--- src/rtl/panel_key_conditioner.sv ---
// rtl/panel_key_conditioner.sv - front-panel key debounce, press/release/repeat pulses and switch capture
module panel_key_conditioner #(
  parameter int N_KEYS          = 2,
  parameter int SW_WIDTH        = 16,
  parameter int ACTIVE_LOW      = 1,
  parameter int DEBOUNCE_CYCLES = 500000,
  parameter int REPEAT_DELAY    = 25000000,
  parameter int REPEAT_PERIOD   = 5000000,
  parameter int SW_LOAD_KEY     = 0
) (
  input  logic                CLOCK_50,
  input  logic                Reset,
  input  logic [N_KEYS-1:0]   key_raw,
  input  logic [SW_WIDTH-1:0] sw_raw,
  input  logic [N_KEYS-1:0]   repeat_en,
  output logic [N_KEYS-1:0]   key_level,
  output logic [N_KEYS-1:0]   key_press,
  output logic [N_KEYS-1:0]   key_release,
  output logic [SW_WIDTH-1:0] sw_value,
  output logic                sw_load
);

  localparam int CNT_MAX_A = (DEBOUNCE_CYCLES > REPEAT_DELAY) ? DEBOUNCE_CYCLES : REPEAT_DELAY;
  localparam int CNT_MAX   = (CNT_MAX_A > REPEAT_PERIOD) ? CNT_MAX_A : REPEAT_PERIOD;
  localparam int CW        = $clog2(CNT_MAX + 1);

  localparam logic [CW-1:0] DEB_C = CW'(DEBOUNCE_CYCLES);
  localparam logic [CW-1:0] DLY_C = CW'(REPEAT_DELAY);
  localparam logic [CW-1:0] PER_C = CW'(REPEAT_PERIOD);

  typedef enum logic [1:0] {
    ST_RELEASED,
    ST_PRESS_WAIT,
    ST_HELD,
    ST_RELEASE_WAIT
  } state_t;

  logic [N_KEYS-1:0]   key_meta_q, key_meta_d, key_sync_q, key_sync_d;
  logic [SW_WIDTH-1:0] sw_meta_q, sw_meta_d, sw_sync_q, sw_sync_d;
  logic [SW_WIDTH-1:0] sw_value_q, sw_value_d;
  logic                sw_load_q, sw_load_d;
  logic [N_KEYS-1:0]   press_next;

  // Polarity is normalised before the synchroniser so reset can clear it to "released".
  always_comb begin
    key_meta_d = (ACTIVE_LOW != 0) ? ~key_raw : key_raw;
    key_sync_d = key_meta_q;
    sw_meta_d  = sw_raw;
    sw_sync_d  = sw_meta_q;
    sw_load_d  = press_next[SW_LOAD_KEY];
    sw_value_d = sw_value_q;
    if (sw_load_d) sw_value_d = sw_sync_q;
  end

  always_ff @(posedge CLOCK_50) begin
    if (Reset) begin
      key_meta_q <= '0;
      key_sync_q <= '0;
      sw_meta_q  <= '0;
      sw_sync_q  <= '0;
      sw_value_q <= '0;
      sw_load_q  <= 1'b0;
    end else begin
      key_meta_q <= key_meta_d;
      key_sync_q <= key_sync_d;
      sw_meta_q  <= sw_meta_d;
      sw_sync_q  <= sw_sync_d;
      sw_value_q <= sw_value_d;
      sw_load_q  <= sw_load_d;
    end
  end

  assign sw_value = sw_value_q;
  assign sw_load  = sw_load_q;

  for (genvar i = 0; i < N_KEYS; i++) begin : g_ch
    state_t        state_q, state_d;
    logic [CW-1:0] cnt_q, cnt_d, cnt_inc, rep_target;
    logic          rep_first_q, rep_first_d;
    logic          level_q, level_d, press_q, press_d, release_q, release_d;

    assign cnt_inc    = cnt_q + CW'(1);
    assign rep_target = rep_first_q ? PER_C : DLY_C;

    always_comb begin
      state_d     = state_q;
      cnt_d       = cnt_q;
      rep_first_d = rep_first_q;
      level_d     = level_q;
      press_d     = 1'b0;
      release_d   = 1'b0;
      case (state_q)
        ST_RELEASED: begin
          rep_first_d = 1'b0;
          cnt_d       = '0;
          if (key_sync_q[i]) begin
            state_d = ST_PRESS_WAIT;
            cnt_d   = CW'(1);
          end
        end
        ST_PRESS_WAIT: begin
          if (!key_sync_q[i]) begin
            state_d = ST_RELEASED;
            cnt_d   = '0;
          end else if (cnt_q == DEB_C) begin
            state_d     = ST_HELD;
            level_d     = 1'b1;
            press_d     = 1'b1;
            cnt_d       = '0;
            rep_first_d = 1'b0;
          end else begin
            cnt_d = cnt_inc;
          end
        end
        ST_HELD: begin
          if (!key_sync_q[i]) begin
            state_d = ST_RELEASE_WAIT;
            cnt_d   = CW'(1);
          end else if (!repeat_en[i]) begin
            cnt_d       = '0;
            rep_first_d = 1'b0;
          end else if (cnt_inc == rep_target) begin
            press_d     = 1'b1;
            cnt_d       = '0;
            rep_first_d = 1'b1;
          end else begin
            cnt_d = cnt_inc;
          end
        end
        ST_RELEASE_WAIT: begin
          // A bounce back to pressed restarts the repeat delay from scratch.
          if (key_sync_q[i]) begin
            state_d     = ST_HELD;
            cnt_d       = '0;
            rep_first_d = 1'b0;
          end else if (cnt_q == DEB_C) begin
            state_d   = ST_RELEASED;
            level_d   = 1'b0;
            release_d = 1'b1;
            cnt_d     = '0;
          end else begin
            cnt_d = cnt_inc;
          end
        end
        default: begin
          state_d = ST_RELEASED;
          cnt_d   = '0;
        end
      endcase
    end

    always_ff @(posedge CLOCK_50) begin
      if (Reset) begin
        state_q     <= ST_RELEASED;
        cnt_q       <= '0;
        rep_first_q <= 1'b0;
        level_q     <= 1'b0;
        press_q     <= 1'b0;
        release_q   <= 1'b0;
      end else begin
        state_q     <= state_d;
        cnt_q       <= cnt_d;
        rep_first_q <= rep_first_d;
        level_q     <= level_d;
        press_q     <= press_d;
        release_q   <= release_d;
      end
    end

    assign press_next[i]  = press_d;
    assign key_level[i]   = level_q;
    assign key_press[i]   = press_q;
    assign key_release[i] = release_q;
  end

endmodule

--- config.mk ---
export PLATFORM = sky130hd
export DESIGN_NAME = panel_key_conditioner
export DESIGN_NICKNAME = d
export VERILOG_FILES = /design/src/rtl/panel_key_conditioner.sv
export SDC_FILE = /design/constraint.sdc
export NUM_CORES = 1
export LEC_CHECK = 0
export BUFFER_PORTS_ARGS = -buffer_cell sky130_fd_sc_hd__buf_4
export CAP_MARGIN = 20
export CORE_ASPECT_RATIO = 1.25
export CORE_MARGIN = 2
export CORE_UTILIZATION = 33
export DETAILED_ROUTE_END_ITERATION = 8
export HOLD_SLACK_MARGIN = 0.1
export RECOVER_POWER = 25
export SYNTH_ARGS = -nofsm -noshare
export SYNTH_HDL_FRONTEND = slang
export SYNTH_SLANG_ARGS = --single-unit
export TNS_END_PERCENT = 100
--- constraint.sdc ---
create_clock -name CLOCK_50 -period 6.8 [get_ports CLOCK_50]
set_clock_uncertainty 0.05 [all_clocks]
set_input_delay 0.68 -clock CLOCK_50 [delete_from_list [all_inputs] [get_ports CLOCK_50]]
set_output_delay 0.68 -clock CLOCK_50 [all_outputs]
set_load 0.02 [all_outputs]
==> After elaboration in Yosys (flattened, before gate mapping) <==
Cells that the tools add are included.
{ "op_classes": {"bitwise_logic": 3, "n_mux": 66, "add_sub_neg": 2, "n_eq_ne": 32, "reduce_logical": 12} }
{ "op_table": {"columns": ["operator", "count"], "rows": [
  ["$mux W25", 14],
  ["$pmux W25 S4", 2],
  ["$add A25 B1 Y25 const B", 2],
  ["$eq A25 B19 Y1 const B", 2],
  ["$eq A25 B25 Y1", 2],
  ["$ne A2 B2 Y1 const B", 16],
  ["$mux W1", 30],
  ["$mux W2", 12],
  ["$reduce_and A5 Y1", 4],
  ["$ne A3 B3 Y1 const B", 6],
  ["$pmux W2 S4", 2],
  ["$eq A2 B2 Y1 const B", 4],
  ["$pmux W1 S2", 4],
  ["$pmux W1 S4", 2],
  ["$reduce_and A4 Y1", 2],
  ["$reduce_or A3 Y1", 2],
  ["$eq A2 B1 Y1 const B", 2],
  ["$logic_not A2 Y1", 2],
  ["$reduce_bool A2 Y1", 2],
  ["$not A1 Y1", 2],
  ["$not A2 Y2", 1]
]} }
{ "word_totals": {"wordCells": 132, "regBits": 114, "out_inout_bits": 23, "inputBits": 22} }

==> Longest topological paths before layout <==
Gate-level depths: netlist (run 1).
{ "logic_depth": {"ltp_word": 6, "mapped_depth": 11, "depth_no_buf": 9} }

==> Worst setup path after synthesis (run 1) <==
No wires, ideal clock.
{ "synth_timing": {"path_kind": "reg-to-reg", "start": "register g_ch[0].cnt_q[0]", "end": "register sw_value_q[10] (netlist: sw_value[10])", "n_path_buf": 2, "period_less_slack_ns": 3.142, "setup_time_ns": 0.072, "t_required_ns": 6.678, "slack_ns": 3.658, "t_arrival_ns": 3.020, "path_stages_with_launch": 12, "path_cell_list": "dfxtp_1 -> ha_1 -> nand3_1 -> or4_4 -> or3_4 -> a221oi_2 -> or4b_1 -> nand2_1 -> a32o_1 -> buf_6 -> buf_12 -> mux2i_1"} }
{ "synth_between": {"elab_chain_cells": 6, "elab_cells_between_ends": 9, "cone_classes": "add/sub (1); eq/ne (2); mux (6)"} }
{ "synth_rtl": {"columns": ["item", "line_no", "rtl"], "rows": [
  ["from (decl)", "78", "logic [CW-1:0] cnt_q, cnt_d, cnt_inc, rep_target;"],
  ["from (signal assigned)", "162", "cnt_q <= cnt_d;"],
  ["$add A25 B1 Y25", "82", "assign cnt_inc = cnt_q + CW'(1);"],
  ["$eq A25 B25 Y1", "122", "end else if (cnt_inc == rep_target) begin"],
  ["$mux W1", "122", null],
  ["$mux W1", "119", "end else if (!repeat_en[i]) begin"],
  ["$mux W1", "116", "if (!key_sync_q[i]) begin"],
  ["$pmux W1 S2 (*)", "92", "case (state_q)"],
  ["to (signal assigned)", "68", "sw_value_q <= sw_value_d;"],
  ["to (decl)", "40", "logic [SW_WIDTH-1:0] sw_value_q, sw_value_d;"]
]} }
Every way passes the cells marked *; elsewhere a longest branch is shown, timed or not.
A chain may end at the register's enable or synchronous reset.

==> Final worst setup path (run 1) <==
{ "layout_timing": {"start": "register g_ch[1].cnt_q[0]", "end": "register g_ch[1].cnt_q[16]"} }
{ "layout_between": {"elab_chain_cells": 6, "elab_cells_between_ends": 10, "cone_classes": "add/sub (1); eq/ne (2); mux (7)"} }
{ "layout_rtl": {"columns": ["item", "line_no"], "rows": [
  ["from (decl)", "78"],
  ["from (signal assigned)", "162"],
  ["$add A25 B1 Y25", "82"],
  ["$eq A25 B25 Y1", "122"],
  ["$mux W25", "122"],
  ["$mux W25", "119"],
  ["$mux W25", "116"],
  ["$pmux W25 S4 (*)", "92"]
]} }
Marked as above.

==> results of run 1 <==
[logic make-up after synthesis]
family	Yosys count	synth area share [%]
buffers and inverters	64	5.56
and+or+nand+nor	321	32.0
adders and majority gates	14	3.09
muxes	23	4.13
DFF	114	40.3
xor gates and xnor gates	41	6.34
AOI/OAI and AO/OA	71	8.59
[final timing paths]
path | end | from | slack (ns) | cells past startpoint
max | g_ch[1].cnt_q[16]$_SDFF_PP0_ | g_ch[1].cnt_q[0]$_SDFF_PP0_ | 2.75 | 9
min | key_meta_q[1]$_SDFF_PP0_ | key_raw[1] | 0.36 | 2
max reg2reg | g_ch[1].cnt_q[16]$_SDFF_PP0_ | g_ch[1].cnt_q[0]$_SDFF_PP0_ | 2.75 | 9
min reg2reg | sw_sync_q[10]$_SDFF_PP0_ | sw_meta_q[10]$_SDFF_PP0_ | 0.38 | 1
[worst max-delay path: cells and delay by family (launching register included)]
family                   cells  cell delay, ns
adder cells (fa/ha/maj)      1            0.22
flip-flops                   1            0.38
AO/OA/AOI/OAI                4            1.82
AND/OR/NAND/NOR              4            1.46
[Yosys cell counts (all sizes together), types with 2 or more instances]
master	n
nor4	14
mux2	3
nor3	40
nor3b	6
a211oi	7
clkbuf	23
o22ai	3
a221oi	2
inv	17
nor2b	42
a21oi	14
o211ai	3
nand3	24
dfxtp	114
nand2	35
a31oi	5
a2bb2oi	2
o2111ai	2
a21boi	4
buf	24
or3	4
xnor2	22
mux2i	20
or4	5
or4b	2
and3	12
o21ai	15
ha	14
nor2	50
and2	4
nand2b	39
nor4b	7
nand4b	2
nand4	24
xor2	19
o31a	2
nor4bb	2
and4	4
[routing by layer]
layer | GRT usage [%] | part of all wire (%)
met5 | 0 | 0
met4 | 7.99 | 3.0
met3 | 4.05 | 4.1
met2 | 23.3 | 48
met1 | 17.0 | 45
[through the flow]
stage	worst slack (ns)	instance area, um2	cells	utilization, %
after floorplan	3.66	5670	648	-
after detailed placement	2.72	6030	866	35.8
after CTS	2.70	6630	897	39.4
after global routing	2.46	6620	897	39.3
final	2.75	6620	897	39.3
after global placement	2.88	6030	866	35.8
[registers in the layout (all words and copies together) (netlist names), named ones only]
signal,cells
g_ch.level_q,2
sw_value,16
key_meta_q,2
sw_meta_q,16
g_ch.release_q,2
key_sync_q,2
g_ch.cnt_q,50
g_ch.rep_first_q,2
sw_sync_q,16
g_ch.state_q,2
g_ch.press_q,2
[report_power, final]
group          internal, uW  total [uW]  switching (uW)
registers               682         692            9.37
logic                  34.0        72.0            38.0
clock network           583         898             315
total                  1300        1660             362
[final cells by class]
cell class | count | area share [%]
multi-input cells | 470 | 46.4
flip-flops and latches | 114 | 34.5
clock buffers | 19 | 6.69
repair buffers | 45 | 4.99
well taps | 220 | 4.16
clock inverters | 12 | 2.40
inverters | 17 | 0.963
==> flow_summary_export.csv, run 1 <==
group,metric,value,unit
outcome,status,"finished with violations",
outcome,violations,"max-capacitance violations, max-slew violations",
layout,seq_area,0.00228,mm2
route,drt-pass1-iter-count,4,
yosys,syn_area,0.00567,mm2
route,drtIter0Drc,250,
timing,period_needed,4.05,ns
setup_path,worst_ep_required_time,7.06,ns
route,drc,0,
yosys,netlist_instances,648,
floorplan,die_w,121,um
clock_tree,numCtsBuffers,17,
route,wirelength,12400,um
timing,max_freq,247,MHz
yosys,synth_top_area_cell,"dfxtp_1",
setup_path,crit_fanout,24,
clock_tree,ctsHoldBuffers,0,
setup_path,cp-start-kind,"register",
place,place.gp.congestion,0.886,
clock_tree,cts_root_buf,"clkbuf_16",
route,ant_nets,0,
global_routing,track_usage,14.3,%
timing,hold_viol,0,
global_routing,grt_pass1_vias,4315,
job,drv_cap,1,
clock_tree,cts.sinks,114,
route,viasPerCell,5.00,
layout,final_common_cell,"dfxtp_1",
global_routing,grt_max_degree,80,
timing,hold_slack,0.357,ns
yosys,synth_fp_nets,684,
yosys,synth-async-reset-ratio,0,%
yosys,yosysSeqAreaShare,40.3,%
timing,tightest_slew,2.89,ns
clock_tree,post_cts_buffers,0,
global_routing,antenna_found_initial,0,
clock_tree,clk_latency,0.42,ns
layout,fill_cells,1699,
power_and_ir_drop,pwr_density_cell,251,mW/mm2
timing,setup_viol,0,
clock_tree,cts_tree,"done",
clock_tree,htree_num_levels,4,
global_routing,grt_overflow_total,0,
place,port_buffers,44,
floorplan,die_h,151,um
timing,setup_tns,0,ns
floorplan,ios,45,
timing,maxSlewViolCount,80,
route,wl_per_cell,13.8,um
yosys,syn_avg_cell_area,8.75,um2
yosys,synth-edff-count,0,
setup_path,crit_chain,"ha_1 -> and2_1 -> nand4_2 -> or4_1 -> a221o_1 -> nor4_1 -> o2111ai_1 -> a22oi_2 -> o21ba_2",
power_and_ir_drop,total_power,1660,uW
layout,multi_input_area,0.00307,mm2
layout,drive_above_1_share,12.7,%
yosys,synth-seq-cells,114,
layout,final_nets,701,
timing,rsz0062_at_grt,"false",
clock_tree,cts_resized,0,
setup_path,end_kind,"register",
yosys,ys_top_cells_by_area,"dfxtp_1 40%, nor2b_1 4.6%, nand2b_1 4.3%, mux2i_1 3.5%, nor3_1 3.5%",
power_and_ir_drop,ir_worst_vdd,0.139,mV
power_and_ir_drop,p_leak,0.00223,uW
yosys,synth_top_area_share,40.3,%
setup_path,crit_slowest_cell,"a22oi_2",
floorplan,core,0.0168,mm2
floorplan,die_area,0.0182,mm2
timing,finalCritPeriodShare,59.6,%
layout,area_delta_synth_final,16.9,%
setup_path,worstSetupPathType,"register to register",
yosys,synth_flop_cell,"dfxtp_1",
timing,relSlewSlack,-92.4,%
yosys,yosysUniqueCellTypes,67,
yosys,ys.warnings.count,0,
floorplan,rows,53,
global_routing,grt_pass1_wl,20700,um
setup_path,worstPathArrival,4.31,ns
clock_tree,clk_pin_slew,0.05,ns
route,route.vias.total,4483,
floorplan,initial_core_util,33.7,%
layout,final_cell_mix,"114 x dfxtp_1, 50 x nor2_1, 43 x buf_4",
layout,antenna_cells,0,
clock_tree,clk_path_buf_depth,2,
worst_hold_path,hold_class,"input pin to register",
place,dpl.hpwl,8550,um
setup_path,critical-path-max-stage-delay,0.92,ns
(Power assumes the default switching activity.)
==> run 2: changes to the inputs <==
Settings changed: ABC_AREA set to 1.
Clock period 6.8 ns to 3.55 ns, I/O delays scaled along.
==> flow_summary_export.csv, run 2 <==
group,metric,value,unit
outcome,status,"finished with violations",
outcome,violations,"max-capacitance violations, max-slew violations",
clock_tree,clk_pin_slew,0.06,ns
clock_tree,numCtsBuffers,17,
setup_path,worstPathArrival,3.19,ns
setup_path,worstSetupPathType,"register to register",
layout,final_common_cell,"nand2_1",
timing,setup_viol,0,
yosys,synth_fp_nets,916,
job,drv_cap,1,
setup_path,cp-start-kind,"register",
floorplan,die_w,122,um
timing,finalCritPeriodShare,82.7,%
clock_tree,cts_tree,"done",
layout,final_nets,968,
clock_tree,post_cts_buffers,0,
layout,antenna_cells,0,
timing,max_freq,341,MHz
route,route.vias.total,5277,
yosys,yosysSeqAreaShare,39.5,%
route,wl_per_cell,11.5,um
setup_path,worst_ep_required_time,3.80,ns
layout,regMostFlops,"g_ch.cnt_q",
timing,setup_tns,0,ns
clock_tree,clk_latency,0.42,ns
timing,relSlewSlack,-28.2,%
yosys,ys.warnings.count,0,
timing,rsz0062_at_grt,"false",
power_and_ir_drop,p_leak,0.00283,uW
yosys,ys_top_cells_by_area,"dfxtp_1 40%, nand2_1 13%, nor2_1 12%, inv_1 10%, nand3_1 6.0%",
global_routing,grt_pass1_wl,22400,um
layout,final_cell_mix,"196 x nand2_1, 184 x nor2_1, 155 x inv_1",
global_routing,antenna_found_initial,0,
yosys,synth_flop_cell,"dfxtp_1",
global_routing,grt_pass1_vias,4807,
route,viasPerCell,4.51,
layout,drive_above_1_share,10.2,%
route,drc,0,
route,routed-wl-met2,6830,um
route,wirelength,13400,um
layout,largest_reg_flops,50,
place,pre_cts_ws,0.625,ns
power_and_ir_drop,pwr_density_cell,488,mW/mm2
global_routing,grt_overflow_total,0,
global_routing,grt_max_degree,46,
clock_tree,clk_path_buf_depth,2,
yosys,syn_avg_cell_area,6.56,um2
yosys,synth-seq-cells,114,
clock_tree,cts.sinks,114,
yosys,synth_top_area_share,39.5,%
yosys,yosysMostFrequentCell,"nand2_1",
layout,multi_input_area,0.00273,mm2
timing,setup_slack,0.614,ns
route,ant_nets,0,
yosys,synth-async-reset-ratio,0,%
yosys,yosysUniqueCellTypes,34,
route,drt-pass1-iter-count,5,
floorplan,ios,45,
floorplan,die_area,0.0186,mm2
setup_path,crit_fanout,33,
route,drt-met1-wl,5870,um
floorplan,rows,54,
yosys,synth-edff-count,0,
global_routing,track_usage,15.1,%
floorplan,core,0.0173,mm2
yosys,syn_area,0.00578,mm2
yosys,synth_common_cells,"196 x nand2_1, 184 x nor2_1, 155 x inv_1",
power_and_ir_drop,ir_worst_vdd,0.333,mV
worst_hold_path,hold_class,"input pin to register",
place,place.gp.congestion,0.900,
timing,maxSlewViolCount,46,
clock_tree,htree_num_levels,4,
route,maxUsedRoutingLayer,"met4",
timing,hold_viol,0,
layout,area_delta_synth_final,20.4,%
yosys,synth_top_area_cell,"dfxtp_1",
setup_path,end_kind,"register",
timing,tightest_slew,1.92,ns
route,wl_met3,486,um
place,port_buffers,44,
yosys,netlist_instances,880,
route,drtIter0Drc,242,
layout,seq_area,0.00228,mm2
floorplan,initial_core_util,33.4,%
clock_tree,cts_root_buf,"clkbuf_16",
layout,fill_cells,1902,
floorplan,die_h,152,um
place,dpl.hpwl,9770,um
timing,period_needed,2.94,ns
## run 2: cell types whose count changed after synthesis, sizes merged, moves of 16 or more
cell / change
nor2b: -42
nor3: -33
clkbuf: -16
mux2i: -20
nand2b: -39
nor2: +142
nand2: +165
nand3: +46
xnor2: -18
inv: +140
## run 2: logic make-up (layout without fill, tap and decap cells)
group                    Yosys count  in the layout  synth area share [%]
AND/OR/NAND/NOR                  505            505                  37.3
buffers and inverters            183            248                  13.2
flip-flops                       114            114                  39.5
AO/OA/AOI/OAI                     51             51                  4.94
adder cells (fa/ha/maj)           14             14                  3.03
XOR/XNOR                          13             13                  1.97
## run 2: power breakdown
part | internal (uW) | switching, uW
clock | 1050 | 664
combinational | 122 | 195
sequential | 1330 | 34.0
## run 2: per-stage QoR
stage          hold slack [ns]  cells  power (uW)  utilization (%)  cell area (um2)
6_report                 0.114   1169        3400             40.2             6960
5_1_grt                  0.117   1169        3550             40.2             6960
4_1_cts                  0.106   1169        3430             40.2             6960
3_5_place_dp             0.345   1122        1690             35.9             6210
3_3_place_gp             0.340   1122        1690             35.9             6210
2_1_floorplan            0.338    880        1620                -             5780
## run 2: layout make-up
type / instances / area share [%]
multi-input cells: 583 / 39.3
well taps: 224 / 4.03
inverters: 157 / 8.47
clock inverters: 15 / 2.46
clock buffers: 17 / 6.12
flip-flops and latches: 114 / 32.8
repair buffers: 59 / 6.85
## run 2: worst max-delay path, cell delays in order (launching register included)
cell     delay (ns)
dfxtp_1        0.43
ha_1           0.28
nand2_1        0.13
nor2_4         0.25
nand3_1        0.12
nand2_1        0.07
nand2_1        0.06
nor2_1         0.15
nand2_1        0.07
nor2_1         0.10
nand2_1        0.07
nor3_2         0.15
nand4_1        0.12
nand2_2        0.48
nand3_1        0.15
nand2_1        0.09
nor2_1         0.05
## run 2: routing by layer
| metal | GRT usage [%] | vias to the layer above |
|---|---|---|
| li1 | - | 2812 |
| met1 | 17.6 | 2334 |
| met2 | 25.8 | 107 |
| met3 | 3.90 | 24 |
| met4 | 6.13 | 0 |
| met5 | 0 | - |
## run 2: path summary, 6_finish.rpt
check / from / to / slack [ns] / depth (start not counted)
min reg2reg: sw_meta_q[6]$_SDFF_PP0_ / sw_sync_q[6]$_SDFF_PP0_ / 0.35 / 2
min: sw_raw[10] / sw_meta_q[10]$_SDFF_PP0_ / 0.11 / 3
max: g_ch[0].cnt_q[0]$_SDFF_PP0_ / sw_value[4]$_SDFFE_PP0P_ / 0.61 / 16
max reg2reg: g_ch[0].cnt_q[0]$_SDFF_PP0_ / sw_value[4]$_SDFFE_PP0P_ / 0.61 / 16
## run 2: what timing repair did
| item | CTS | global route |
|---|---|---|
| endpoints found under the hold margin | 15 | 0 |
| gates resized for setup | 0 | 0 |
| hold buffers | 15 | 0 |
==> run 3: changes to the inputs <==
Clock period 3.55 ns to 2.63 ns, I/O delays scaled along.
==> flow_summary_export.csv, run 3 (synthesized netlist as in run 2, its figures left out) <==
group,metric,value,unit
place,pre_cts_ws,0.0939,ns
global_routing,grt_max_degree,46,
floorplan,die_w,122,um
global_routing,antenna_found_initial,0,
global_routing,met2_usage,26.3,%
timing,max_freq,405,MHz
floorplan,core,0.0173,mm2
clock_tree,clk_pin_slew,0.06,ns
layout,final_common_cell,"nand2_1",
timing,finalCritPeriodShare,93.8,%
layout,largest_reg_flops,50,
place,place_area,0.00631,mm2
power_and_ir_drop,pwr_density_cell,635,mW/mm2
route,route.vias.total,5323,
global_routing,busiest_layer,"met2",
global_routing,use_met1,17.6,%
layout,regMostFlops,"g_ch.cnt_q",
timing,hold_slack,0.162,ns
timing,setup_viol,0,
clock_tree,htree_num_levels,4,
timing,tightest_slew,0.820,ns
global_routing,track_usage,15.3,%
route,drc,0,
place,place.gp.congestion,0.895,
place,port_buffers,44,
route,viasPerCell,4.48,
clock_tree,cts_root_buf,"clkbuf_16",
setup_path,cp-start-kind,"register",
setup_path,worstSetupPathType,"register to register",
global_routing,use_met3,3.87,%
layout,area_delta_synth_final,26.2,%
setup_path,worst_ep_required_time,2.88,ns
layout,final_nets,987,
setup_path,crit_slowest_cell,"dfxtp_4",
place,dpl.hpwl,9940,um
setup_path,end_kind,"register",
worst_hold_path,hp-start,"repeat_en[1]",
timing,relSlewSlack,45.3,%
layout,final_cell_mix,"193 x nand2_1, 176 x nor2_1, 154 x inv_1",
clock_tree,cts.sinks,114,
floorplan,initial_core_util,33.4,%
worst_hold_path,hold_class,"input pin to register",
route,wirelength,13900,um
route,drtIter0Drc,229,
setup_path,startpoint,"g_ch[0].cnt_q[0]$_SDFF_PP0_",
route,drt-pass1-iter-count,5,
floorplan,rows,54,
route,wl_per_cell,11.7,um
clock_tree,clk_path_buf_depth,2,
clock_tree,clk_latency,0.41,ns
timing,period_needed,2.47,ns
setup_path,critical-path-max-stage-delay,0.38,ns
layout,drive_above_1_share,14.1,%
global_routing,grt_pass1_wl,22700,um
timing,setup_slack,0.163,ns
floorplan,ios,45,
floorplan,die_area,0.0186,mm2
setup_path,r2r_start,"g_ch[0].cnt_q[0]$_SDFF_PP0_",
timing,hold_viol,0,
clock_tree,cts_tree,"done",
power_and_ir_drop,p_leak,0.00297,uW
layout,postLayoutCoreUtil,42.1,%
setup_path,crit_fanout,8,
layout,antenna_cells,0,
clock_tree,numCtsBuffers,17,
route,ant_nets,0,
timing,maxSlewViolCount,0,
setup_path,worstPathArrival,2.72,ns
global_routing,grt_pass1_vias,5017,
layout,design_area,0.00729,mm2
job,drv_cap,0,
global_routing,grt_overflow_total,0,
floorplan,die_h,152,um
power_and_ir_drop,ir_worst_vdd,0.485,mV
outcome,status,"complete, no violations",
setup_path,crit_chain,"ha_4 -> nand2_2 -> nor2_4 -> buf_6 -> nand3_1 -> nor2_1 -> nand3_1 -> nand2_1 -> nand4_1 -> nand2_1 -> nand4_1 -> nand2_4 -> clkbuf_16 -> nand3_1 -> nand2_1 -> nor2_1",
[run 3: cell types whose count changed in the layout (fill, tap and decap cells not counted), moves of 3 or more]
cell           delta
clkbuf_4         +14
dfxtp_1           -8
nor2_1            -8
dfxtp_2           +7
nor2_2            +7
buf_4             -4
buf_12            +3
clkbuf_16         +3
clkinv_4          +3
dlygate4sd3_1     +3
nand2_1           -3
[run 3: through the flow]
| stage | instances | setup TNS [ns] | power [uW] |
|---|---|---|---|
| after CTS | 1180 | 0 | 4680 |
| after floorplan | 880 | 0 | 2190 |
| after detailed placement | 1130 | 0 | 2290 |
| after global placement | 1130 | 0 | 2290 |
| final | 1188 | 0 | 4630 |
| after global routing | 1188 | -0.000758 | 4850 |
[run 3: path summary, 6_finish.rpt]
check | to | slack (ns) | cells past startpoint
setup / recovery | sw_value[3]$_SDFFE_PP0P_ | 0.16 | 16
hold / removal | g_ch[1].rep_first_q$_SDFFE_PP0P_ | 0.16 | 5
setup reg to reg | sw_value[3]$_SDFFE_PP0P_ | 0.16 | 16
hold reg to reg | sw_sync_q[13]$_SDFF_PP0_ | 0.35 | 2
[run 3: where the power goes]
group	leakage (uW)	switching [uW]	internal (uW)
registers	0.000931	48.6	1800
logic	0.00174	267	171
clock network	0.000298	893	1450
[run 3: timing repair]
item	4_1_cts	5_1_grt
hold endpoints to repair	18	0
hold buffers	18	0
gates resized for setup	0	28
setup buffers	0	5
setup endpoints to repair	0	67
[run 3: layout make-up]
class	count	area, um2
Clock inverter	14	171
Inverter	157	589
Timing Repair Buffer	78	724
Tap cell	224	280
Clock buffer	18	439
Sequential cell	114	2290
Multi-Input combinational cell	583	2790
Fill cell	1809	10000
[run 3: worst max-delay path, delay by kind of cell, from the launching register on]
family / cells / cell delay (ns)
adders and majority gates: 1 / 0.15
DFF: 1 / 0.38
buffers and inverters: 2 / 0.30
and+or+nand+nor: 13 / 1.47
[run 3: metal layers]
layer	wire, um	part of all wire [%]
met1	6130	44
met2	6830	49
met3	445	3.2
met4	460	3.3
met5	0	0
